## config.mk

```make
export PLATFORM = sky130hd
export DESIGN_NAME = uart_mux_tx
export DESIGN_NICKNAME = d
export VERILOG_FILES = /design/src/rtl/uart_mux_pkg.sv /design/src/rtl/uart_tx_byte.sv /design/src/rtl/uart_mux_tx.sv
export SDC_FILE = /design/constraint.sdc
export NUM_CORES = 1
export LEC_CHECK = 0
export ABC_AREA = 1
export ABC_CLOCK_PERIOD_IN_PS = 1900
export BUFFER_PORTS_ARGS = -buffer_cell sky130_fd_sc_hd__clkbuf_2
export CAP_MARGIN = 20
export CORE_MARGIN = 5
export CORE_UTILIZATION = 45
export CTS_CLUSTER_DIAMETER = 30
export DETAILED_ROUTE_END_ITERATION = 7
export SLEW_MARGIN = 20
export SYNTH_ARGS = -nofsm -noshare
export SYNTH_HDL_FRONTEND = slang
export SYNTH_SLANG_ARGS = --single-unit
```

## constraint.sdc

```tcl
create_clock -name clk -period 1.9 [get_ports clk]
set_input_delay 0.475 -clock clk [delete_from_list [all_inputs] [get_ports clk]]
set_output_delay 0.475 -clock clk [all_outputs]
set_load 0.02 [all_outputs]
```

## src/rtl/uart_mux_pkg.sv

```systemverilog
// Shared types and constants for the UART address/data packet transmitter.
// The address map matches the one the host tool already uses for its writes.
package uart_mux_pkg;

  typedef enum logic [1:0] {
    IDLE  = 2'd0,
    START = 2'd1,
    BITS  = 2'd2,
    STOP  = 2'd3
  } tx_state_t;

  localparam logic [7:0] ADDR_LOADER_CONF = 8'h35;
  localparam logic [7:0] ADDR_ROM_DATA    = 8'h37;
  localparam logic [7:0] ADDR_BUTTONS_0   = 8'h40;
  localparam logic [7:0] ADDR_BUTTONS_1   = 8'h41;
  localparam logic [7:0] ADDR_STATUS_BASE = 8'h50;
  localparam logic [7:0] ADDR_STATUS_LAST = 8'h5F;

  // Bit period in clocks, rounded to nearest.
  function automatic int calc_div(input int freq, input int baudrate);
    return (freq + baudrate / 2) / baudrate;
  endfunction

endpackage

```

## src/rtl/uart_tx_byte.sv

```systemverilog
// Single-byte 8N1 serialiser. A byte is taken when start && ready; ready is also
// high in the last STOP clock so a following byte can start with no idle gap.
//   state | meaning
//   IDLE  | line high, waiting for start
//   START | start bit (low) for DIV clocks
//   BITS  | 8 data bits, LSB first, DIV clocks each
//   STOP  | stop bit (high) for DIV clocks
module uart_tx_byte
  import uart_mux_pkg::*;
#(
  parameter int DIV = 10
) (
  input  logic       clk,
  input  logic       reset,
  input  logic       start,
  input  logic [7:0] data,
  output logic       ready,
  output logic       active_nx,
  output logic       txd
);

  localparam int CW = (DIV > 1) ? $clog2(DIV) : 1;
  localparam logic [CW-1:0] LAST = CW'(DIV - 1);

  tx_state_t     state, state_nx;
  logic [CW-1:0] cnt, cnt_nx;
  logic [2:0]    idx, idx_nx;
  logic [7:0]    shift, shift_nx;
  logic          txd_nx;
  logic          tick;
  logic          load;

  assign tick = (cnt == LAST);

  always_ff @(posedge clk) begin
    if (reset) begin
      state <= IDLE;
      cnt   <= '0;
      idx   <= '0;
      shift <= '0;
      txd   <= 1'b1;
    end else begin
      state <= state_nx;
      cnt   <= cnt_nx;
      idx   <= idx_nx;
      shift <= shift_nx;
      txd   <= txd_nx;
    end
  end

  always_comb begin
    state_nx = state;
    idx_nx   = idx;
    shift_nx = shift;
    cnt_nx   = cnt;
    load     = 1'b0;
    case (state)
      IDLE: begin
        if (start) begin
          load     = 1'b1;
          state_nx = START;
        end
      end
      START: if (tick) state_nx = BITS;
      BITS: begin
        if (tick) begin
          shift_nx = shift >> 1;
          idx_nx   = idx + 3'd1;
          if (idx == 3'd7) state_nx = STOP;
        end
      end
      STOP: begin
        if (tick) begin
          if (start) begin
            load     = 1'b1;
            state_nx = START;
          end else begin
            state_nx = IDLE;
          end
        end
      end
      default: state_nx = IDLE;
    endcase
    if (load) shift_nx = data;
    if (state_nx == IDLE || load || tick) cnt_nx = '0;
    else                                  cnt_nx = cnt + CW'(1);
  end

  // Line level is computed for the next state so txd comes straight from a flop.
  always_comb begin
    ready     = (state == IDLE) || ((state == STOP) && tick);
    active_nx = (state_nx != IDLE);
    txd_nx    = 1'b1;
    case (state_nx)
      START:   txd_nx = 1'b0;
      BITS:    txd_nx = shift_nx[0];
      default: txd_nx = 1'b1;
    endcase
  end

endmodule

```

## src/rtl/uart_mux_tx.sv

```systemverilog
// Packet transmitter: queues (addr, data) writes in a small FIFO and sends each
// as two back-to-back 8N1 bytes, address first, on uart_txd.
module uart_mux_tx
  import uart_mux_pkg::*;
#(
  parameter int FREQ     = 37_800_000,
  parameter int BAUDRATE = 921_600,
  parameter int DEPTH    = 4
) (
  input  logic                   clk,
  input  logic                   reset,
  input  logic                   wr,
  input  logic [7:0]             wr_addr,
  input  logic [7:0]             wr_data,
  output logic                   full,
  output logic                   busy,
  output logic                   overflow,
  output logic [$clog2(DEPTH):0] count,
  output logic                   uart_txd
);

  localparam int DIV = calc_div(FREQ, BAUDRATE);
  localparam int AW  = $clog2(DEPTH);

  logic [15:0]   mem [DEPTH];
  logic [AW-1:0] wptr, rptr;
  logic [15:0]   head;
  logic [15:0]   pkt;
  logic          sel, pend, pend_nx;
  logic          push, pop;
  logic [AW:0]   count_nx;
  logic          tx_ready, tx_active_nx;
  logic [7:0]    tx_byte;

  assign head    = mem[rptr];
  assign push    = wr && !full;
  // A new packet is fetched only once the previous data byte has been handed over.
  assign pop     = !pend && tx_ready && (count != '0);
  assign tx_byte = sel ? pkt[15:8] : pkt[7:0];

  always_comb begin
    count_nx = count;
    if (push && !pop)      count_nx = count + (AW+1)'(1);
    else if (pop && !push) count_nx = count - (AW+1)'(1);
    pend_nx = pend;
    if (pop)                          pend_nx = 1'b1;
    else if (pend && tx_ready && sel) pend_nx = 1'b0;
  end

  always_ff @(posedge clk) begin
    if (push) mem[wptr] <= {wr_addr, wr_data};
  end

  always_ff @(posedge clk) begin
    if (reset) begin
      wptr     <= '0;
      rptr     <= '0;
      count    <= '0;
      full     <= 1'b0;
      busy     <= 1'b0;
      overflow <= 1'b0;
      pend     <= 1'b0;
      sel      <= 1'b0;
      pkt      <= '0;
    end else begin
      if (push) wptr <= wptr + AW'(1);
      if (pop) begin
        rptr <= rptr + AW'(1);
        pkt  <= {head[7:0], head[15:8]};
        sel  <= 1'b0;
      end else if (pend && tx_ready && !sel) begin
        sel  <= 1'b1;
      end
      if (wr && full) overflow <= 1'b1;
      count <= count_nx;
      full  <= (count_nx == (AW+1)'(DEPTH));
      busy  <= (count_nx != '0) || pend_nx || tx_active_nx;
      pend  <= pend_nx;
    end
  end

  uart_tx_byte #(.DIV(DIV)) u_tx_byte (
    .clk       (clk),
    .reset     (reset),
    .start     (pend),
    .data      (tx_byte),
    .ready     (tx_ready),
    .active_nx (tx_active_nx),
    .txd       (uart_txd)
  );

endmodule
```

Word-level counts from Yosys, hierarchy flattened
Memory sizes are Yosys's and may differ from the RTL's. A register that Yosys moved wholly into a read port is not among the register bits. Index checks and enable logic that the tools add are counted.

Add/subtract/negate cells: 6. Equality and inequality tests: 8. Muxes and demuxes: 21. Reduce and logical (&&, ||, !) cells: 31.

Operators by type and width (count): 8-bit two-way mux (4); 1-bit logical AND (10); 2-bit two-way mux (5); 2-bit one-hot mux with 4 select lines (1); 1-bit two-way mux (7); 3-bit by 1-bit adder with 3-bit output (second input constant) (2); 6-bit by 1-bit adder with 6-bit output (second input constant) (1); 2-bit equality test (second input constant) (3); 3-bit equality test (second input constant) (2); 6-bit equality test (second input constant) (1); 3-bit two-way mux (2); 2-bit nonzero test (3); 3-bit nonzero test (2); 1-bit zero test (5); 1-bit logical OR (5); 2-bit by 1-bit adder with 2-bit output (second input constant) (2); 2-bit by 1-bit equality test with 1-bit output (second input constant) (2); 2-bit zero test (2); 1-bit one-hot mux with 2 select lines (2); 2-bit AND reduction (2); 2-bit OR reduction (2); 3-bit by 1-bit subtractor with 3-bit output (second input constant) (1).

Flip-flop bits (word level): 32. Memory bits (writable): 64. Input port bits: 19. Memories: 1.

Memories: mem (depth 4, bits a word 16, read ports 1, clocked after Yosys merged registers in 1, write ports 1, RTL line uart_mux_tx.sv:25) `logic [15:0] mem [DEPTH];`.

Logic depth before layout (Yosys ltp)
Word-level depth: 11. Mapped depth: 14.

Cells and area by module
From an unflattened synthesis, not the netlist that was laid out.

Cell total of the unflattened synthesis: 489. Area, all modules: 4824.6 um^2.

By module, submodules not included: uart_mux_tx (instances 1, cells an instance 344, area an instance 3697.3 um^2, sequential area each 2482.4 um^2); uart_tx_byte (instances 1, cells an instance 145, area an instance 1127.3 um^2, sequential area each 400.4 um^2).

Worst setup path after synthesis
OpenSTA, ideal clock, no wires.

Path kind: input port to flip-flop. From: input port wr. To: memory mem[0][0] (enable). Library setup time: 0.389 ns. Arrival: 1.571 ns. Data required time: 1.511 ns. Slack: -0.060 ns. Cell stages on the path: 4. Path buffers: 0. Path through: inv_1 nor2_2 clkinv_1 nor2_1.

Word-level cells in the longest chain between the ends: 3.

RTL lines: start, declared (RTL line uart_mux_tx.sv:12) `input logic wr,`; 1-bit logical AND (RTL line uart_mux_tx.sv:36) `assign push = wr && !full;`; 1-bit two-way mux (RTL line uart_mux_tx.sv:51) `if (push) mem[wptr] <= {wr_addr, wr_data};`; 1-bit two-way mux (not written as such) (RTL line uart_mux_tx.sv:51); end, declared (RTL line uart_mux_tx.sv:25).

No other way between the ends.

Worst setup path in the final report
From: register count[0]. To: register busy.

Word-level cells in the longest chain between the ends: 8. Elaborated cells between the ends (all ways): 13. Classes of those cells: 2 x add/sub; 3 x mux; 8 x reduce/logical.

RTL lines: start, declared (RTL line uart_mux_tx.sv:18) `output logic [$clog2(DEPTH):0] count,`; start signal, assigned (RTL line uart_mux_tx.sv:75) `count <= count_nx;`; branches (longest 6 deep; another with 3-bit by 1-bit subtractor with 3-bit output); 1-bit logical OR * (2 in a row) (RTL line uart_mux_tx.sv:77) `busy <= (count_nx != '0) || pend_nx || tx_active_nx;`; end signal, assigned (RTL line uart_mux_tx.sv:77); end, declared (RTL line uart_mux_tx.sv:16) `output logic busy,`.

Mark *: on every way between the ends. A chain may end at the register's enable or synchronous reset.

==> out/metrics.cfg <==
[run_status]
status = finished clean

[route]
drc = 0
dr.pass1.iters = 4
via_per_inst = 4.93
vias = 3128
antenna_left = 0
drtIter0Drc = 128
drt-total-wl_mm = 8.68
wire_per_inst_um = 13.7

[job]
drv_cap = 0

[global_routing]
grt_pass1_vias = 3064
antenna_found_initial = 0
track_usage_pct = 14.6
grt_overflow = 0
grt_pass1_wl_mm = 14.7
grt_max_degree = 34

[timing]
finalSetupViolCount = 0
maxSlewHeadroom_pct = 66.1
finalCritPeriodShare_pct = 92.2
rsz0062_at_grt = true
max_freq_ghz = 0.571
tightest_slew_ns = 0.508
min_period_ns = 1.75
final_max_slew_viol_count = 0
whs_ns = 0.314
hold_viol = 0
fin_ws_ns = 0.148
clock_skew_ns = 0.0136

[pwr]
leakage_uw = 0.00204
ir_drop_mv = 0.669
p_per_area_mw_per_mm2 = 1400
finalPower_uw = 7440

[clock_network]
cts_hold_buf = 0
root_buffer = clkbuf_8
cts.reportedPaths.clkPinSlew_ns = 0.11
tritoncts = yes
clock_latency_ns = 0.37
cts_sinks = 112
cts_made_buffers = 9
htreeDepth = 3
clk_path_buf_depth = 2

[die]
die_x_um = 112
die-area_mm2 = 0.0125
initial_core_util_pct = 45.6
io_pins = 26
core_mm2 = 0.0102
fp-row-count = 37
die_height_um = 112

[placed_design]
dp.cells = 616
place_area_mm2 = 0.00504
place_congestion = 0.832
placement.io_buffers = 25
pre_cts_slack_ns = 0.0469
hpwlAfterDp_mm = 5.69

[synthesis]
synthCells = 458
synthSimpleGateAreaFrac_pct = 15.0
synth_adder_area_share_pct = 4.29
synth_compound_area_share_pct = 12.7
synth_top_family_by_area = simple AND/OR/NAND/NOR gates
syn_nets = 493
synth_area_mm2 = 0.00466
ys_types = 35
yosysSeqAreaShare_pct = 61.8
synth-seq-cells = 112
synth_warnings = 0
synth_xor_xnor_area_share_pct = 1.13
post_synth.cell_area_avg_um2 = 10.2
synthMuxAreaShare_pct = 0

[setup_path]
start_kind = flip-flop
cp-startpoint = count[0]
path_max_fanout = 15
worstPathRequired_ns = 2.16
reg2reg_from = count[0]
crit_arrival_ns = 2.01
end_kind = flip-flop
critical_path_class = reg2reg

[finish]
postLayoutCellArea_mm2 = 0.00530
fin_cells = 634
layout-drive-gt1-share_pct = 16.9
nNetsFinal = 528
area_growth_pct = 13.6
num_antenna_cells = 0

[hold_path]
min-delay-start = wr_data[5]
hold_class = in2reg

-- placed cells by master, fill, tap and decap left out, types with 6 or more instances in the layout --
master,synthesis,routed
ha_1,16,16
clkbuf_2,0,25
clkbuf_8,0,9
o21ai_0,60,60
nand3_1,16,14
buf_4,2,12
dfxtp_1,48,45
o22ai_1,6,6
inv_1,40,39
a21oi_1,17,16
edfxtp_1,64,64
nand2_1,44,44
a31oi_1,16,16
nor2_1,81,80
-- cell type report --
class	count	area, µm²
well taps	136	170
flip-flops and latches	112	2890
inverters	43	168
clock inverters	7	82.6
fillers	912	4930
repair buffers	41	295
clock buffers	9	124
multi-input cells	286	1570
-- report_power, final --
group          total [µW]  leakage (µW)  internal, µW  switching, µW
Sequential           3180      0.000982          2980            200
Clock                1410      0.000107           534            877
Combinational        2850      0.000951           997           1850
-- kinds of logic after synthesis --
family | after synthesis
fa+ha+maj | 16
buf+inv | 60
compound gates | 107
xor+xnor | 6
simple gates | 157
flops | 112
-- registers in the layout (all words and copies together) (netlist names) --
signal	flops
overflow	1
u_tx_byte.txd	1
mem	64
u_tx_byte.state	2
rptr	2
full	1
wptr	2
pend	1
sel	1
pkt	16
count	3
u_tx_byte.cnt	6
u_tx_byte.shift	8
busy	1
u_tx_byte.idx	3
-- critical path, cell delays in order, from the launching register on --
cell     delay, ns
dfxtp_1       0.35
inv_1         0.07
ha_1          0.20
ha_1          0.17
nor2_1        0.11
buf_4         0.16
nand2_8       0.09
nand2_4       0.09
nand2_1       0.05
nand2_1       0.07
nand2_1       0.08
nor2_1        0.12
a21oi_1       0.07
-- synthesized netlist by cell type, drive strengths merged --
cell     n  area share, %
a21oi   18            2.0
nand2   49            4.6
o21ai   62            6.8
edfxtp  64             41
nand3   18            2.1
clkbuf  13            1.0
a31oi   16            2.1
clkinv   1          0.080
a211oi   1           0.16
buf      4           0.54
nor3     2           0.32
nand4    1           0.13
inv     42            3.4
o211ai   3           0.48
nand3b   1           0.16
or2      1           0.13
ha      16            4.3
xnor2    2           0.38
xor2     4           0.75
nor2    85            7.5
a21boi   1           0.24
o22ai    6           0.81
dfxtp   48             21
-- final timing paths --
| check | end | slack, ns | cells after the start |
|---|---|---|---|
| max | busy | 0.15 | 12 |
| min | mem[0][5] | 0.31 | 1 |
| max reg2reg | busy | 0.15 | 12 |
| min reg2reg | u_tx_byte.cnt[0] | 0.42 | 1 |
-- metal layers --
metal  vias to the layer above  routed length (µm)  GRT usage, %
met5                         -                   0             0
met4                         0                 108          4.38
met3                         9                 274          3.42
met2                        43                4160          25.7
met1                      1445                4140          17.9
li1                       1631                   -             -
-- per-stage QoR --
stage,TNS (ns),utilization (%)
finish,0,51.8
global route,-0.0111,51.8
CTS,0,51.3
detailed placement,0,49.3
global placement,0,49.3
floorplan,-3.83,-
-- repair_timing --
action,CTS,global route
buffers inserted,0,2
endpoints found under the setup margin,0,15
gates resized for setup,0,10
No activity file was read; power rests on OpenSTA's default activity.
